File: config.mk
export PLATFORM = sky130hd
export DESIGN_NAME = internal_ram_master
export DESIGN_NICKNAME = d
export VERILOG_FILES = /design/src/rtl/zpu_mem_pkg.sv /design/src/rtl/zpu_lane_merge.sv /design/src/rtl/internal_ram_master.sv
export SDC_FILE = /design/constraint.sdc
export NUM_CORES = 1
export LEC_CHECK = 0
export ABC_CLOCK_PERIOD_IN_PS = 1850
export BUFFER_PORTS_ARGS = -buffer_cell sky130_fd_sc_hd__buf_2
export CAP_MARGIN = 20
export CORE_MARGIN = 1.5
export CORE_UTILIZATION = 30
export DETAILED_ROUTE_END_ITERATION = 7
export PLACE_DENSITY_LB_ADDON = 0.2
export SETUP_SLACK_MARGIN = 0.05
export SYNTH_ARGS = -nofsm -noshare
export SYNTH_HDL_FRONTEND = slang
export SYNTH_HIERARCHICAL = 1
export SYNTH_SLANG_ARGS = --single-unit
File: constraint.sdc
create_clock -name clk -period 1.85 [get_ports clk]
set_input_delay 0.37 -clock clk [delete_from_list [all_inputs] [get_ports clk]]
set_output_delay 0.37 -clock clk [all_outputs]
set_load 0.005 [all_outputs]
File: src/rtl/zpu_mem_pkg.sv
`default_nettype none
// ============================================================================
// Module   : zpu_mem_pkg
// Purpose  : Shared encodings for the ZPU internal RAM master: access-size
//            codes, the controller state enum and the default word width.
// Revision : 1.0 - initial release
// ============================================================================
package zpu_mem_pkg;

  localparam int DATA_WIDTH_DEFAULT = 32;

  // Access size encodings; 2'b11 is handled as a word access.
  localparam logic [1:0] SIZE_BYTE = 2'b00;
  localparam logic [1:0] SIZE_HALF = 2'b01;
  localparam logic [1:0] SIZE_WORD = 2'b10;

  typedef enum logic [2:0] {
    ST_IDLE      = 3'd0,
    ST_RD        = 3'd1,
    ST_WR        = 3'd2,
    ST_RMW_RD    = 3'd3,
    ST_RMW_MERGE = 3'd4,
    ST_RMW_WR    = 3'd5,
    ST_RSP       = 3'd6
  } mem_state_t;

endpackage : zpu_mem_pkg
`default_nettype wire

File: src/rtl/zpu_lane_merge.sv
`default_nettype none
// ============================================================================
// Module   : zpu_lane_merge
// Purpose  : Big-endian byte/halfword lane handling for a 32-bit word.
//            Extracts the addressed lane (zero-extended) and builds the word
//            with the addressed lane replaced by right-justified write data.
// Revision : 1.0 - initial release
// ============================================================================
module zpu_lane_merge
  import zpu_mem_pkg::*;
(
  input  logic [1:0]  size,
  input  logic [1:0]  offset,
  input  logic [31:0] word,
  input  logic [31:0] wdata,
  output logic [31:0] lane_data,
  output logic [31:0] merged
);

  logic [31:0] lane_mask;
  logic [4:0]  lane_shift;

  // Lane position: byte k sits at bit 8*(3-k), halfword 0 sits at bit 16.
  always_comb begin
    lane_mask  = 32'hFFFF_FFFF;
    lane_shift = 5'd0;
    case (size)
      SIZE_BYTE: begin
        lane_mask  = 32'h0000_00FF;
        lane_shift = {~offset, 3'b000};
      end
      SIZE_HALF: begin
        lane_mask  = 32'h0000_FFFF;
        lane_shift = {~offset[1], 4'b0000};
      end
      default: begin
        lane_mask  = 32'hFFFF_FFFF;
        lane_shift = 5'd0;
      end
    endcase
  end

  // Extraction and insertion share the same mask/shift pair.
  always_comb begin
    lane_data = (word >> lane_shift) & lane_mask;
    merged    = (word & ~(lane_mask << lane_shift))
              | ((wdata & lane_mask) << lane_shift);
  end

endmodule : zpu_lane_merge
`default_nettype wire

File: src/rtl/internal_ram_master.sv
`default_nettype none
// ============================================================================
// Module   : internal_ram_master
// Purpose  : ZPU-side initiator for the single-port internal RAM. Accepts
//            load/store requests, absorbs the RAM's one-cycle read latency
//            and performs read-modify-write for sub-word stores.
// Config   : ZPU_MEM_SUBWORD_EN - when defined, byte/halfword accesses are
//            supported; otherwise every access is a whole-word access.
// Revision : 1.0 - initial release
// ============================================================================
module internal_ram_master
  import zpu_mem_pkg::*;
#(
  parameter int ADDR_WIDTH = 9,
  parameter int DATA_WIDTH = DATA_WIDTH_DEFAULT
) (
  input  logic                  clk,
  input  logic                  rst_n,
  input  logic                  req_valid,
  output logic                  req_ready,
  input  logic                  req_we,
  input  logic [1:0]            req_size,
  input  logic [ADDR_WIDTH+1:0] req_addr,
  input  logic [DATA_WIDTH-1:0] req_wdata,
  output logic                  rsp_valid,
  output logic [DATA_WIDTH-1:0] rsp_rdata,
  output logic [ADDR_WIDTH-1:0] ram_addr,
  output logic                  ram_write_en,
  output logic [DATA_WIDTH-1:0] ram_din,
  input  logic [DATA_WIDTH-1:0] ram_dout
);

  mem_state_t state;
  mem_state_t next_state;

  // Held request attributes; ram_addr itself holds the word address.
  logic hold_we;

`ifdef ZPU_MEM_SUBWORD_EN
  logic [1:0]            hold_size;
  logic [1:0]            hold_off;
  logic [DATA_WIDTH-1:0] hold_wdata;
  logic [DATA_WIDTH-1:0] lane_data;
  logic [DATA_WIDTH-1:0] merged_word;
  logic                  is_word_req;

  // Sizes 10 and 11 both count as whole-word.
  assign is_word_req = req_size[1];

  // The same lane unit serves the load return path and the RMW merge;
  // ram_dout holds the addressed word in both RSP and RMW_MERGE.
  zpu_lane_merge u_lane_merge (
    .size      (hold_size),
    .offset    (hold_off),
    .word      (ram_dout),
    .wdata     (hold_wdata),
    .lane_data (lane_data),
    .merged    (merged_word)
  );
`else
  logic [DATA_WIDTH-1:0] lane_data;
  logic                  unused_subword;

  // Whole-word only: size and byte offset carry no meaning here.
  assign lane_data      = ram_dout;
  assign unused_subword = ^{req_size, req_addr[1:0]};
`endif

  // State register.
  always_ff @(posedge clk or negedge rst_n) begin
    if (!rst_n) begin
      state <= ST_IDLE;
    end else begin
      state <= next_state;
    end
  end

  // Next-state decode.
  always_comb begin
    next_state = state;
    case (state)
      ST_IDLE: begin
        if (req_valid) begin
          if (!req_we) begin
            next_state = ST_RD;
          end else begin
`ifdef ZPU_MEM_SUBWORD_EN
            next_state = is_word_req ? ST_WR : ST_RMW_RD;
`else
            next_state = ST_WR;
`endif
          end
        end
      end
      ST_RD:        next_state = ST_RSP;
      ST_WR:        next_state = ST_RSP;
`ifdef ZPU_MEM_SUBWORD_EN
      ST_RMW_RD:    next_state = ST_RMW_MERGE;
      ST_RMW_MERGE: next_state = ST_RMW_WR;
      ST_RMW_WR:    next_state = ST_RSP;
`endif
      ST_RSP:       next_state = ST_IDLE;
      default:      next_state = ST_IDLE;
    endcase
  end

  // Handshake and response outputs decoded from state.
  always_comb begin
    req_ready = (state == ST_IDLE);
    rsp_valid = (state == ST_RSP);
    rsp_rdata = '0;
    if ((state == ST_RSP) && !hold_we) begin
      rsp_rdata = lane_data;
    end
  end

  // RAM-side registers and held request fields; ram_addr only moves on
  // accept so ram_dout remains the addressed word through RSP.
  always_ff @(posedge clk or negedge rst_n) begin
    if (!rst_n) begin
      ram_addr     <= '0;
      ram_write_en <= 1'b0;
      ram_din      <= '0;
      hold_we      <= 1'b0;
`ifdef ZPU_MEM_SUBWORD_EN
      hold_size    <= '0;
      hold_off     <= '0;
      hold_wdata   <= '0;
`endif
    end else begin
      case (state)
        ST_IDLE: begin
          if (req_valid) begin
            ram_addr     <= req_addr[ADDR_WIDTH+1:2];
            hold_we      <= req_we;
            ram_write_en <= 1'b0;
`ifdef ZPU_MEM_SUBWORD_EN
            hold_size    <= req_size;
            hold_off     <= req_addr[1:0];
            hold_wdata   <= req_wdata;
            if (req_we && is_word_req) begin
              ram_din      <= req_wdata;
              ram_write_en <= 1'b1;
            end
`else
            if (req_we) begin
              ram_din      <= req_wdata;
              ram_write_en <= 1'b1;
            end
`endif
          end
        end
        ST_WR: begin
          ram_write_en <= 1'b0;
        end
`ifdef ZPU_MEM_SUBWORD_EN
        ST_RMW_MERGE: begin
          ram_din      <= merged_word;
          ram_write_en <= 1'b1;
        end
        ST_RMW_WR: begin
          ram_write_en <= 1'b0;
        end
`endif
        default: begin
          ram_write_en <= 1'b0;
        end
      endcase
    end
  end

endmodule : internal_ram_master
`default_nettype wire

* Word level (Yosys, flattened, before mapping)
Index checks and enable logic that the tools add are counted.
** Word-level totals
- Word-level logic and storage cells :: 22
- Bits of input ports :: 81
- Register bits :: 46
** Operators by class
- Equal/unequal tests :: 4
- Reduce and logical (&&, ||, !) cells :: 6
- Mux-type cells :: 7
** Operators by type and width (count)
- two-way mux 32 bit :: 1
- case mux 3 bit (2 select lines) :: 1
- == test 3 x 1 -> 1 bit (second input constant) :: 1
- == test 3 x 2 -> 1 bit (second input constant) :: 1
- == test 3 bit (second input constant) :: 1
- logical NOT 3 bit :: 1
- two-way mux 1 bit :: 3
- two-way mux 3 bit :: 1
- AND reduction 3 bit :: 1
- two-way mux 2 bit :: 1
- inequality test 2 bit (second input constant) :: 1
- AND reduction 2 bit :: 1
- OR reduction 2 bit :: 1
- logical AND 1 bit :: 1
- logical NOT 1 bit :: 1

* Longest topological paths before layout
- Word-level depth :: 3
- Depth in mapped cells :: 5
- Gate-level depth less buffers :: 3

* Least setup slack after synthesis
Ideal clock, no wire load.
- Kind :: reg2out
- Start :: register state[0]
- End :: output port rsp_rdata[10]
- Path slack :: 0.277 ns
- Data arrival time :: 1.203 ns
- Stages on the path, launching flop included :: 5
- Required time :: 1.480 ns
- Path through :: dfrtp_1 -> and3b_2 -> and2b_1 -> clkbuf_1 -> and2_1
** Between the ends
- Cells in the longest elaborated chain, start to end :: 3
** Ends and longest elaborated chain
- from (decl) :: RTL line internal_ram_master.sv:33 : mem_state_t state;
- from (signal assigned) :: RTL line internal_ram_master.sv:74 : state <= next_state;
- == test 3 bit
- net rsp_valid :: RTL line internal_ram_master.sv:25 : output logic rsp_valid,
- logical AND 1 bit :: RTL line internal_ram_master.sv:112 : if ((state == ST_RSP) && !hold_we) begin
- two-way mux 32 bit :: RTL line internal_ram_master.sv:112
- to (decl) :: RTL line internal_ram_master.sv:26 : output logic [DATA_WIDTH-1:0] rsp_rdata,
The timed path passes the listed nets, and every way through them passes these cells.

* Worst setup path in the final report
- Start :: register state[0]
- End :: output port rsp_rdata[10]
** Between the ends
- Cells in the longest elaborated chain, start to end :: 3
** Ends and longest elaborated chain (RTL line)
- == test 3 bit :: internal_ram_master.sv:112
- logical AND 1 bit :: internal_ram_master.sv:112
- two-way mux 32 bit :: internal_ram_master.sv:112
No other way between the ends.

==> impl_metrics.py <==
metrics = {
    "status": {
        "status": "completed",
    },
    "yosys": {
        "synth_area_leaders": "dfrtp_1 54%, mux2_4 20%, and2_1 9.4%",
        "yosys.area_share.simple_pct": 12.44,
        "synth_top_family_by_area": "multiplexers",
        "syn_avg_cell_area_um2": 15.05,
        "synthMostInstantiatedCell": "dfrtp_1",
        "synth_seq_area_share_pct": 54.25,
        "synth_edf_count": 0,
        "synth_compound_area_share_pct": 1.474,
        "ys_warn_count": 6,
        "syn_area_um2": 2122,
        "ys_async_sr_fraction_pct": 100.0,
        "synth_xor_area_share_pct": 0.4127,
        "synth_common_cells": "46 x dfrtp_1, 32 x and2_1, 28 x mux2_4, 13 x mux2_2, 4 x buf_12",
        "yosysTopAreaCell": "dfrtp_1",
        "synthMuxAreaShare_pct": 26.71,
        "synthAdderAreaFrac_pct": 0,
        "synth_cells": 141,
        "yosys.area.top_type_share_pct": 54.25,
        "synth_seq_cells": 46,
        "yosysUniqueCellTypes": 19,
        "synth-main-ff-cell": "dfrtp_1",
        "synth_nets": 222,
    },
    "worst_setup_path": {
        "crit_path_start_kind": "register",
        "cp_cell_sequence": "and3b_2 > and2b_2 > and2_1 > buf_2",
        "path_class": "reg -> out",
        "cp.required_ns": 1.48,
        "critPathCaptureType": "primary output",
        "reg2reg_depth": 5,
        "slowest_delay_ns": 0.39,
        "r2r_setup_slack_ns": 0.19,
        "r2r_start": "state[1]",
        "cpMaxStageDelayCell": "dfrtp_1",
        "reg2reg_to": "ram_din[27]",
        "worstPathArrival_ns": 1.48,
        "cp_max_fo": 8,
    },
    "power_and_ir_drop": {
        "power_switching_share_pct": 29.29,
        "peakVddDrop_v": 0.0006263,
        "clock_power_share_pct": 12.9,
        "combPwrFrac_pct": 46.9,
        "internal-power_uw": 3105,
        "seqPwrFrac_pct": 40.2,
        "p_leak_uw": 0.001752,
        "p_per_area_nw_per_um2": 1342,
        "p_sw_uw": 1286,
    },
    "timing": {
        "slew_viol_final": 0,
        "worst_pin_slew_ns": 0.5710,
        "finalClockSkew_ns": 0.006630,
        "slew_headroom_pct": 61.93,
        "clock.fmax_ghz": 0.5415,
        "setup_viol": 0,
        "hold_viol_final": 0,
        "fin_crit_ns": 1.847,
        "post-route-period-util_pct": 99.83,
        "hold_ws_ns": 0.1558,
        "rsz0062_at_grt": "true",
    },
    "clock_network": {
        "tritoncts": "yes",
        "clkSinkCount": 46,
        "numCtsBuffers": 5,
        "clockBufferDepth": 2,
        "cts_htree_levels": 2,
        "clk_latency_ns": 0.29,
        "path_clk_slew_ns": 0.08,
        "cts-root-buf": "clkbuf_8",
    },
    "routing": {
        "vias": 1690,
        "ant_nets": 0,
        "firstDrtPassIters": 3,
        "remaining_drc_errors": 0,
        "via_per_inst": 4.204,
        "drtIter0Drc": 51,
        "wire_per_inst_um": 13.04,
        "routed_wl_mm": 5.242,
    },
    "finish": {
        "nNetsFinal": 387,
        "final_layout_size_suffix_gt1_share_pct": 77.78,
        "diodes": 0,
        "fillers": 643,
        "area_delta_synth_final_pct": 54.25,
        "fin_area_um2": 3273,
    },
    "placed_design": {
        "place_congestion": 0.6476,
        "port_buffers": 152,
        "place_hpwl_mm": 3.569,
        "placed_cell_area_um2": 2969,
    },
    "floorplan": {
        "start_util_pct": 31.06,
        "core_um2": 6832,
        "die-area_um2": 7587,
        "ios": 157,
        "fp-row-count": 30,
        "die_h_um": 87.11,
        "die_w_um": 87.11,
    },
    "run": {
        "cap_violations": 0,
    },
    "grt": {
        "antenna_found_initial": 0,
        "grt_pass1_vias": 1650,
        "grt_pass1_wl_mm": 7.396,
        "grt-ovfl-total": 0,
        "grt_max_degree": 47,
        "grt.total_usage_pct": 12.74,
    },
    "worst_hold_path": {
        "hold_class": "in -> async",
    },
}
==> through the flow <==
stage	TNS [ns]	setup slack (ns)	power, µW	util [%]	std cells
2_1_floorplan	0	0.2766	2859	-	141
3_3_place_gp	-1.154	-0.06008	3620	43.46	386
3_5_place_dp	-2.210	-0.09300	3633	43.46	386
4_1_cts	0	0.006949	4335	45.53	399
5_1_grt	-0.9329	-0.04853	4695	47.91	402
6_report	0	0.003196	4391	47.91	402
==> worst max-delay path, delay by kind of cell, from the launching register on <==
kind	cells	cell delay [ns]
buffers and inverters	1	0.11
DFF	1	0.39
and+or+nand+nor	3	0.69
==> power by group through the flow <==
stage                     Combinational, µW  Clock [µW]  Sequential (µW)
final                                  2060         568             1760
after CTS                              1970         601             1770
after global routing                   2220         647             1830
after floorplan                        1030           0             1830
after detailed placement               1860           0             1770
after global placement                 1830           0             1790
==> metal layers <==
| layer | share of wire [%] | vias up | global-route usage [%] | wire length (µm) |
|---|---|---|---|---|
| met2 | 51 | 109 | 24.45 | 2657 |
| li1 | - | 804 | - | - |
| met4 | 0.92 | 0 | 3.463 | 48 |
| met1 | 39 | 772 | 13.26 | 2040 |
| met5 | 0 | - | 0 | 0 |
| met3 | 9.5 | 5 | 3.981 | 496 |
==> how the worst max path moves through the flow <==
stage	from	endpoint	cells past startpoint
floorplan	state[0]	rsp_rdata[10]	4
global placement	state[1]	rsp_rdata[8]	4
detailed placement	state[1]	rsp_rdata[8]	4
CTS	state[2]	rsp_rdata[29]	4
global route	state[0]	rsp_rdata[20]	4
finish	state[0]	rsp_rdata[10]	4
==> registers in the layout (all words and copies together) (netlist names) <==
| name | cells |
|---|---|
| hold_we | 1 |
| ram_write_en | 1 |
| state | 3 |
| ram_din | 32 |
| ram_addr | 9 |
==> layout make-up <==
cell class                      instances  area (µm²)  area share, %
Inverter                                1       3.754         0.1147
Clock buffer                            5       68.82          2.102
Tap cell                               96       120.1          3.670
Sequential cell                        46        1152          35.21
Multi-Input combinational cell         89       943.4          28.82
Timing Repair Buffer                  163       974.7          29.78
Clock inverter                          2       10.01         0.3058
==> cells in the final DEF (no fill, tap or decap) <==
cell type    n
a211oi_1     2
a21o_1       1
a31o_2       1
and2_1      15
and2_2       1
and2_4      17
and2b_2      2
and2b_4      2
and3_4       1
and3b_2      1
buf_12       2
buf_2      135
buf_4        9
buf_6       17
clkbuf_8     5
clkinv_2     2
dfrtp_1     45
dfrtp_2      1
inv_1        1
mux2_2      13
mux2_4      28
nand2_1      1
nor2_1       2
nor3_4       1
xnor2_1      1
==> kinds of logic after synthesis <==
kind of cell,Yosys count
multiplexers,41
flip-flops,46
buffers and inverters,9
XOR/XNOR,1
AND/OR/NAND/NOR,40
AO/OA/AOI/OAI,4
==> repair_timing <==
action	in CTS	in global routing
hold buffers	0	0
gates resized for setup	9	32
setup buffers	3	3
endpoints found under the setup margin	32	55
pin swaps	19	19
cloned	3	0
Power figures use the tool's default switching activity.
